--- src/rtl/regfile_pkg.sv ---
// Shared constants and state type for the register-file write path.
package regfile_pkg;

  localparam logic [3:0] REG_PC  = 4'hF;
  localparam int         NUM_GPR = 15;

  typedef enum logic {ARB_IDLE, ARB_CLEAR} wr_arb_state_t;

endpackage

--- src/rtl/rr_priority_arbiter.sv ---
// Combinational round-robin picker: first set request at or after ptr, wrapping.
module rr_priority_arbiter #(
  parameter int N  = 3,
  parameter int IW = (N > 1) ? $clog2(N) : 1
) (
  input  logic [N-1:0]  req,
  input  logic [IW-1:0] ptr,
  output logic [N-1:0]  gnt,
  output logic [IW-1:0] gnt_idx,
  output logic          any_gnt
);

  always_comb begin
    gnt     = '0;
    gnt_idx = '0;
    any_gnt = 1'b0;
    for (int k = 0; k < N; k++) begin
      if (!any_gnt && req[(int'(ptr) + k) % N]) begin
        any_gnt = 1'b1;
        gnt_idx = IW'((int'(ptr) + k) % N);
        gnt[(int'(ptr) + k) % N] = 1'b1;
      end
    end
  end

endmodule

--- src/rtl/regfile_write_arbiter.sv ---
// Shares the register-file write port among NREQ writeback sources and
// provides a zero-fill sequencer for R0..R(NGPR-1).
module regfile_write_arbiter
  import regfile_pkg::*;
#(
  parameter int NREQ = 3,
  parameter int DW   = 32,
  parameter int AW   = 4,
  parameter int NGPR = NUM_GPR
) (
  input  logic               clk,
  input  logic               reset,
  input  logic [NREQ-1:0]    req_valid,
  input  logic [NREQ*AW-1:0] req_addr,
  input  logic [NREQ*DW-1:0] req_data,
  output logic [NREQ-1:0]    req_ready,
  input  logic               clr_start,
  output logic               we3,
  output logic [AW-1:0]      wa3,
  output logic [DW-1:0]      wd3,
  output logic               clr_busy,
  output logic               clr_done,
  output logic               err_r15
);

  localparam int PW = $clog2(NREQ);
  localparam int CW = (NGPR > 1) ? $clog2(NGPR) : 1;

  wr_arb_state_t state, state_nxt;

  logic [PW-1:0]             rr_ptr;
  logic [CW-1:0]             clr_cnt;
  logic                      clr_last;
  logic [NREQ-1:0][AW-1:0]   addr_a;
  logic [NREQ-1:0][DW-1:0]   data_a;
  logic [NREQ-1:0]           gnt;
  logic [PW-1:0]             gnt_idx;
  logic                      any_gnt;
  logic                      arb_en;
  logic [AW-1:0]             gnt_addr;
  logic [DW-1:0]             gnt_data;

  assign addr_a   = req_addr;
  assign data_a   = req_data;
  assign gnt_addr = addr_a[gnt_idx];
  assign gnt_data = data_a[gnt_idx];
  assign clr_last = (clr_cnt == CW'(NGPR - 1));

  rr_priority_arbiter #(.N(NREQ), .IW(PW)) u_rr (
    .req     (req_valid),
    .ptr     (rr_ptr),
    .gnt     (gnt),
    .gnt_idx (gnt_idx),
    .any_gnt (any_gnt)
  );

  always_ff @(posedge clk or negedge reset) begin
    if (!reset) state <= ARB_IDLE;
    else        state <= state_nxt;
  end

  always_comb begin
    state_nxt = state;
    case (state)
      ARB_IDLE:  if (clr_start) state_nxt = ARB_CLEAR;
      ARB_CLEAR: if (clr_last)  state_nxt = ARB_IDLE;
      default:   state_nxt = ARB_IDLE;
    endcase
  end

  // clr_start wins over requests; ready is also masked while reset is held.
  always_comb begin
    clr_busy  = (state == ARB_CLEAR);
    arb_en    = reset && (state == ARB_IDLE) && !clr_start;
    req_ready = arb_en ? gnt : '0;
  end

  always_ff @(posedge clk or negedge reset) begin
    if (!reset) begin
      we3      <= 1'b0;
      wa3      <= '0;
      wd3      <= '0;
      clr_done <= 1'b0;
      err_r15  <= 1'b0;
      clr_cnt  <= '0;
      rr_ptr   <= '0;
    end else begin
      we3      <= 1'b0;
      clr_done <= 1'b0;
      err_r15  <= 1'b0;
      if (state == ARB_CLEAR) begin
        we3      <= 1'b1;
        wa3      <= AW'(clr_cnt);
        wd3      <= '0;
        clr_done <= clr_last;
        clr_cnt  <= clr_last ? '0 : clr_cnt + 1'b1;
      end else if (clr_start) begin
        clr_cnt <= '0;
      end else if (any_gnt) begin
        rr_ptr <= (gnt_idx == PW'(NREQ - 1)) ? '0 : gnt_idx + 1'b1;
        // The PC slot is not writable from here; swallow it and flag.
        if (gnt_addr == AW'(REG_PC)) begin
          err_r15 <= 1'b1;
        end else begin
          we3 <= 1'b1;
          wa3 <= gnt_addr;
          wd3 <= gnt_data;
        end
      end
    end
  end

endmodule
--- config.mk ---
export PLATFORM = sky130hd
export DESIGN_NAME = regfile_write_arbiter
export DESIGN_NICKNAME = d
export VERILOG_FILES = /design/src/rtl/regfile_pkg.sv /design/src/rtl/rr_priority_arbiter.sv /design/src/rtl/regfile_write_arbiter.sv
export SDC_FILE = /design/constraint.sdc
export NUM_CORES = 1
export LEC_CHECK = 0
export BUFFER_PORTS_ARGS = -buffer_cell sky130_fd_sc_hd__buf_2
export CORE_ASPECT_RATIO = 2
export CORE_MARGIN = 5
export CORE_UTILIZATION = 30
export DETAILED_ROUTE_END_ITERATION = 8
export PLACE_DENSITY_LB_ADDON = 0.3
export SYNTH_ARGS = -nofsm -noshare
export SYNTH_HDL_FRONTEND = slang
export SYNTH_SLANG_ARGS = --single-unit
--- constraint.sdc ---
create_clock -name clk -period 3.2 [get_ports clk]
set_input_delay 0.32 -clock clk [delete_from_list [all_inputs] [get_ports clk]]
set_output_delay 0.32 -clock clk [all_outputs]
set_load 0.05 [all_outputs]
==> run summary, run 1 <==
Synthesized Nets: 438
Transition time at the pin with the least slew margin: 0.626 ns
Highest attainable clock frequency: 0.322 GHz
Root buf cell: clkbuf_16
Critical Path End: wa3[3]
Post-route core utilization: 43.9%
Count of clock tree sinks: 46
Async S/R FF share, synth: 100%
Leading cell type in the layout, fill and taps excluded: buf_2
Rows: 51
P_leak: 2.26 nW
Die area: 12,100 sq um
Cell count after synthesis: 318
Via count of the first global-routing pass: 2,924
Net count, final: 604
Via count: 2,999
Number of top-level pins: 157
Setup crit start: rr_ptr[0]
Synthesized area per cell: 9.31 sq um
Max-slew violation total from the final report: 0
Startpoint types: register
Tot GR Track Use: 16.0%
Violation count after the first detailed-routing iteration: 94
Status: finished, final reports clean
Layout cells sized above 1: 42.9%
Number of cells on the critical path: 11
Horizontal die dimension: 80.2 um
Endpoint required time on the critical path: 3.37 ns
CP Capture Type: register
Endpoint of the worst-slack reg-to-reg timing path: wa3[3]
Initial antenna violation count: 0
Time the final worst path needs with I/O delays and setup: 3.11 ns
Final count of negative-setup-slack endpoints: 0
Pin count of the biggest net entering global routing: 66
Detailed-placement wirelength estimate: 8.05 mm
Buffers plus inverters on the worst setup path: 2
Peak supply drop: 0.551 mV
Endpoints failing hold: 0
Critical path start-end classification: reg2reg
Inserted Diodes: 0
Number of antenna-violating nets in the routed design: 0
Clock buffers created by TritonCTS: 5
Power per unit of standard cell area: 982 nW/um^2
Cell mode on critical path: a221o_1
TritonRoute pass-1 iters: 4
Post-layout instance area: 4260 sq um
Synth cell types: 45
Max capacitance violation total: 0
Count of flip-flops with a built-in enable after synthesis: 0
Port buffer count: 156
CTS H-Tree Depth: 2
Std-Cell Core Area: 9700 sq um
Cell area after synthesis: 2960 sq um
Clock Pin Slew Worst Setup and Hold Paths: 0.06 ns
GR Overflow Total: 0
Fill cell total of the finished layout: 1,010
Cell with the biggest individual delay on the critical path: dfrtp_2
Yosys Warn Count: 0
Critical path, cell by cell: inv_1 -> ha_2 -> mux2_1 -> mux2_4 -> a311oi_4 -> nor4_1 -> a221o_1 -> a41oi_4 -> nor2_2 -> buf_12 -> a221o_1
Final weighted congestion of routability-driven global placement: 0.932
Worst path top cell family by delay: compound AO/OA/AOI/OAI gates
Sequential-to-total area share from yosys stat: 38.9%
Signal arrival time at the worst endpoint: 3.28 ns
WL/cell: 16.4 um
Effective utilization at floorplan: 30.5%
DRC errors left: 0
Slew margin rel.: 58.3%
Maximum fanout along the worst path: 22
Clock tree skew after final layout: 0.00574 ns
Worst r2r src: rr_ptr[0]
Prevailing post-synth register cell: dfrtp_1
Total Wirelength: 10.1 mm
Final period util: 97.2%
Clock latency on the worst-skew pair: 0.28 ns
Final hold slack: 0.135 ns
FF+latch count, synth: 46
Max clock buf depth: 2
Die Y: 150 um
Total design power: 0.00419 W
TritonCTS clock tree: built
HP Class: in2async
Commonest non-fill, non-tap cells in the layout: buf_2, nor2_1, mux2i_1
Depth of the most critical reg-to-reg path: 11
Reg2Reg Setup Slack: 0.09 ns
Area after detailed placement: 4000 sq um
Peak per-stage delay on the critical path: 0.44 ns
Hold buffer count at CTS: 0
Area added between synthesis and finish: 44.1%
Vias per inst: 4.86
Wire length of the first global-routing pass: 14.7 mm
final cells by class:
class                           instances  area (sq um)  share of cell area, %
Clock inverter                          2          37.5                  0.881
Multi-Input combinational cell        245          1770                   41.4
Sequential cell                        46          1150                   27.0
Tap cell                              132           165                   3.87
Clock buffer                            6           129                   3.02
Timing Repair Buffer                  179           986                   23.1
Inverter                                7          26.3                  0.616
through the flow:
stage | setup WS (ns) | TNS [ns] | cells
2_1_floorplan | 0.0314 | 0 | 318
3_3_place_gp | 0.0613 | 0 | 607
3_5_place_dp | -0.0220 | -0.0271 | 607
4_1_cts | -0.00468 | -0.00468 | 615
5_1_grt | -0.00793 | -0.0105 | 617
6_report | 0.0908 | 0 | 617
power by group:
group	internal [W]	leakage, nW	switching, W
registers	0.000689	0.613	0.0000905
logic	0.00114	1.57	0.00167
clock network	0.000369	0.0771	0.000218
total	0.00220	2.26	0.00198
repair_timing:
item	in CTS	in global routing
resized for setup	1	17
gates cloned	0	0
setup buffers	0	2
endpoints found under the hold margin	0	0
pin swaps	0	8
setup endpoints to repair	11	37
layer usage:
metal	vias up	track usage, %	wire (um)
met4	0	7.45	357
met2	121	29.0	5430
met3	24	2.93	594
li1	1477	-	-
met5	-	0	0
met1	1377	17.5	3750
worst reg2reg max path: stages (launching register included):
cell and delay (ns):
dfrtp_2 0.44, inv_1 0.10, ha_2 0.21, mux2_1 0.33, mux2_4 0.29, a311oi_4 0.30
nor4_1 0.11, a221o_1 0.35, a41oi_4 0.27, nor2_2 0.08, buf_12 0.17, a221o_1 0.35
logic make-up (layout without fill, tap and decap cells):
logic type | count (synthesis) | after routing | synth area share (%)
AND/OR/NAND/NOR | 101 | 101 | 15.4
buffers and inverters | 27 | 194 | 4.02
flip-flops | 46 | 46 | 38.9
AO/OA/AOI/OAI | 85 | 85 | 20.5
adder cells (fa/ha/maj) | 6 | 6 | 2.54
multiplexers | 53 | 53 | 18.6
synthesized netlist by cell type (4+ instances only):
| library cell | instances | area, sq um |
|---|---|---|
| nor2_1 | 57 | 214 |
| ha_1 | 6 | 75.1 |
| and2_1 | 6 | 37.5 |
| mux2i_1 | 48 | 480 |
| o21ai_0 | 7 | 35.0 |
| a221o_1 | 7 | 70.1 |
| a22o_1 | 19 | 166 |
| clkbuf_1 | 11 | 41.3 |
| nand2_1 | 12 | 45.0 |
| dfrtp_1 | 46 | 1150 |
| a21oi_1 | 35 | 175 |
| and3_1 | 4 | 25.0 |
| inv_1 | 7 | 26.3 |
| buf_2 | 5 | 25.0 |
how the worst min path moves through the flow:
stage,end
final,clr_done
after global routing,clr_done
after CTS,wd3[24]
after detailed placement,clr_done
after global placement,clr_busy
after floorplan,clr_busy
flip-flops by register name, summed over array words and instances, names as in the netlist:
| register | count |
|---|---|
| clr_cnt | 4 |
| clr_busy | 1 |
| wa3 | 4 |
| wd3 | 32 |
| rr_ptr | 2 |
| clr_done | 1 |
| err_r15 | 1 |
| we3 | 1 |
No activity file was read; power rests on OpenSTA's default activity.
==> inputs of run 2 (changes only) <==
Settings changed: CORE_UTILIZATION 30 to 40.
==> run 2 against run 1 <==
Against the previous run:
- first-iteration DRC count increased by 30%
- critical endpoint is now wd3[21]
- final cell count decreased by 6.2%
- clock skew decreased by 0.0022 ns
- flip-flop and latch count unchanged
==> run summary, run 2 (synthesis gave the netlist of run 1 again) <==
Final count of negative-setup-slack endpoints: 0 (unchanged)
Clock buffers created by TritonCTS: 5 (unchanged)
Via count of the first global-routing pass: 3,177 (+8.7%)
Power share of the combinational group: 67.9% (+0.5 points)
Part of the power in the clock network: 13.8% (-0.2 points)
Area after detailed placement: 3960 sq um (-1.1%)
Time the final worst path needs with I/O delays and setup: 3.08 ns (-0.0280 ns)
Wire length of the first global-routing pass: 14.7 mm (+0.18%)
WL/cell: 16.2 um (-1.1%)
Layout cells sized above 1: 43.9% (+1.1 points)
CP Capture Type: register
Root buf cell: clkbuf_16
Critical path start-end classification: reg2reg
Final period util: 96.3% (-0.87 points)
Die Y: 132 um (-13%)
Port buffer count: 156 (unchanged)
Endpoint of the worst-slack reg-to-reg timing path: wd3[21]
M2 GR Usage: 35.4% (+6.4 points)
Leading cell type in the layout, fill and taps excluded: buf_2
Highest attainable clock frequency: 0.325 GHz (+0.91%)
Switching Power: 0.00197 W (-0.47%)
Max-slew violation total from the final report: 0 (unchanged)
Effective utilization at floorplan: 40.7% (+10 points)
M3 GR Usage: 3.90% (+0.96 points)
HP Class: in2async
Area added between synthesis and finish: 44.9%
Via count: 3,051 (+1.7%)
Worst r2r src: rr_ptr[1]
Commonest non-fill, non-tap cells in the layout: buf_2, nor2_1, mux2i_1
Slew margin rel.: 60.2% (+1.9 points)
Post-layout instance area: 4290 sq um (+0.59%)
Reg2Reg Setup Slack: 0.12 ns (+0.03 ns)
P_leak: 2.29 nW (+1.6%)
Tot GR Track Use: 19.4% (+3.4 points)
Net count, final: 607 (+0.50%)
Internal cell power: 0.00228 W (+3.5%)
Clock Pin Slew Worst Setup and Hold Paths: 0.06 ns (about the same)
Detailed-placement wirelength estimate: 7.36 mm (-8.5%)
Violation count after the first detailed-routing iteration: 122 (+30%)
Initial antenna violation count: 0 (unchanged)
Proportion of total power due to net switching: 46.4% (-0.98 points)
Number of top-level pins: 157 (unchanged)
Clock tree skew after final layout: 0.00359 ns (-0.00216 ns)
Startpoint types: register
Vias per inst: 5.27 (+8.4%)
DRC errors left: 0 (unchanged)
Registers with the most flip-flops: wd3: 32 flops, clr_cnt: 4 flops, wa3: 4 flops
Total Wirelength: 9.40 mm (-7.2%)
Hold buffer count at CTS: 0 (unchanged)
Gr busiest metal: met2
Clock latency on the worst-skew pair: 0.28 ns (about the same)
CTS H-Tree Depth: 2 (unchanged)
Max capacitance violation total: 0 (unchanged)
Final weighted congestion of routability-driven global placement: 0.947 (+1.6%)
Number of antenna-violating nets in the routed design: 0 (unchanged)
Die area: 9320 sq um (-23%)
Top register by number of flip-flops: wd3
Reg power frac: 18.4% (-0.2 points)
Signal arrival time at the worst endpoint: 3.25 ns (-0.03 ns)
Power per unit of standard cell area: 992 nW/um^2 (+1.0%)
TritonCTS clock tree: built
TritonRoute pass-1 iters: 4 (unchanged)
Depth of the most critical reg-to-reg path: 13 (+2)
Maximum fanout along the worst path: 15 (-32%)
Endpoints failing hold: 0 (unchanged)
Rows: 44 (-14%)
Horizontal die dimension: 70.8 um (-12%)
Transition time at the pin with the least slew margin: 0.597 ns (-0.0286 ns)
Setup TNS after final layout: 0 ns (unchanged)
GR Overflow Total: 0 (unchanged)
Max clock buf depth: 2 (unchanged)
Pin count of the biggest net entering global routing: 66 (unchanged)
Count of clock tree sinks: 46 (unchanged)
Inserted Diodes: 0 (unchanged)
Worst setup slack before clock tree synthesis: -0.121 ns (-0.0989 ns)
Number of flip-flops under the largest register name: 32 (unchanged)
Std-Cell Core Area: 7270 sq um (-25%)
Peak supply drop: 0.780 mV (+41%)
Endpoint required time on the critical path: 3.37 ns (about the same)
Status: finished, final reports clean
Setup WS post-layout: 0.119 ns (+0.0280 ns)
Met1 demand-to-capacity share in global routing: 19.3% (+1.8 points)
[run 2: changes by cell type in the layout (fill, tap and decap cells not counted), sizes merged]
| cell | delta |
|---|---|
| clkbuf | +1 |
| clkinvlp | -1 |
| buf | +2 |
[run 2: layer usage]
layer | vias up | share of wire (%)
met3 | 22 | 6.1
met4 | 0 | 4.0
li1 | 1490 | -
met2 | 107 | 56
met5 | - | 0
met1 | 1432 | 34
[run 2: worst max-delay path by stage]
stage                    from       to  slack [ns]  cells after the start
floorplan           rr_ptr[1]   wa3[3]        0.03                     12
global placement    rr_ptr[1]  wd3[27]       -0.04                     12
detailed placement  rr_ptr[1]  wd3[19]       -0.12                     12
CTS                 rr_ptr[1]  wd3[29]       0.009                     12
global route        rr_ptr[0]   wd3[1]       -0.02                     14
finish              rr_ptr[1]  wd3[21]        0.12                     13
[run 2: power by group through the flow]
stage / registers (W) / clock network, W / logic (W)
floorplan: 0.00100 / 0 / 0.00172
global placement: 0.000780 / 0 / 0.00260
detailed placement: 0.000780 / 0 / 0.00264
CTS: 0.000772 / 0.000603 / 0.00266
global route: 0.000797 / 0.000624 / 0.00313
finish: 0.000781 / 0.000587 / 0.00289
[run 2: worst max-delay path: stages (launching register included)]
cell	delay, ns
dfrtp_2	0.44
inv_2	0.09
ha_4	0.20
mux2i_4	0.30
or2_4	0.20
a221oi_4	0.09
buf_4	0.18
o22a_1	0.23
a221o_1	0.42
a41oi_4	0.24
buf_12	0.15
nor2_4	0.05
buf_12	0.16
a22o_1	0.23
[run 2: metrics by stage]
stage	hold WS, ns	utilization (%)	power [W]	instances
3_5_place_dp	0.489	54.5	0.00342	568
2_1_floorplan	0.0244	-	0.00272	318
6_report	0.194	59.0	0.00425	579
5_1_grt	0.233	59.0	0.00455	579
3_3_place_gp	0.484	54.5	0.00338	568
4_1_cts	0.207	57.0	0.00404	575
[run 2: layout make-up]
class	instances	area [sq um]
Inverter	7	26.3
Fill cell	659	2980
Timing Repair Buffer	182	1030
Clock inverter	1	30.0
Sequential cell	46	1150
Tap cell	92	115
Multi-Input combinational cell	245	1790
Clock buffer	6	139
[run 2: repair_timing]
action | CTS | global route
endpoints found under the setup margin | 37 | 37
buffers inserted | 0 | 3
resized for setup | 4 | 17
gates cloned | 0 | 1
pin swaps | 0 | 6
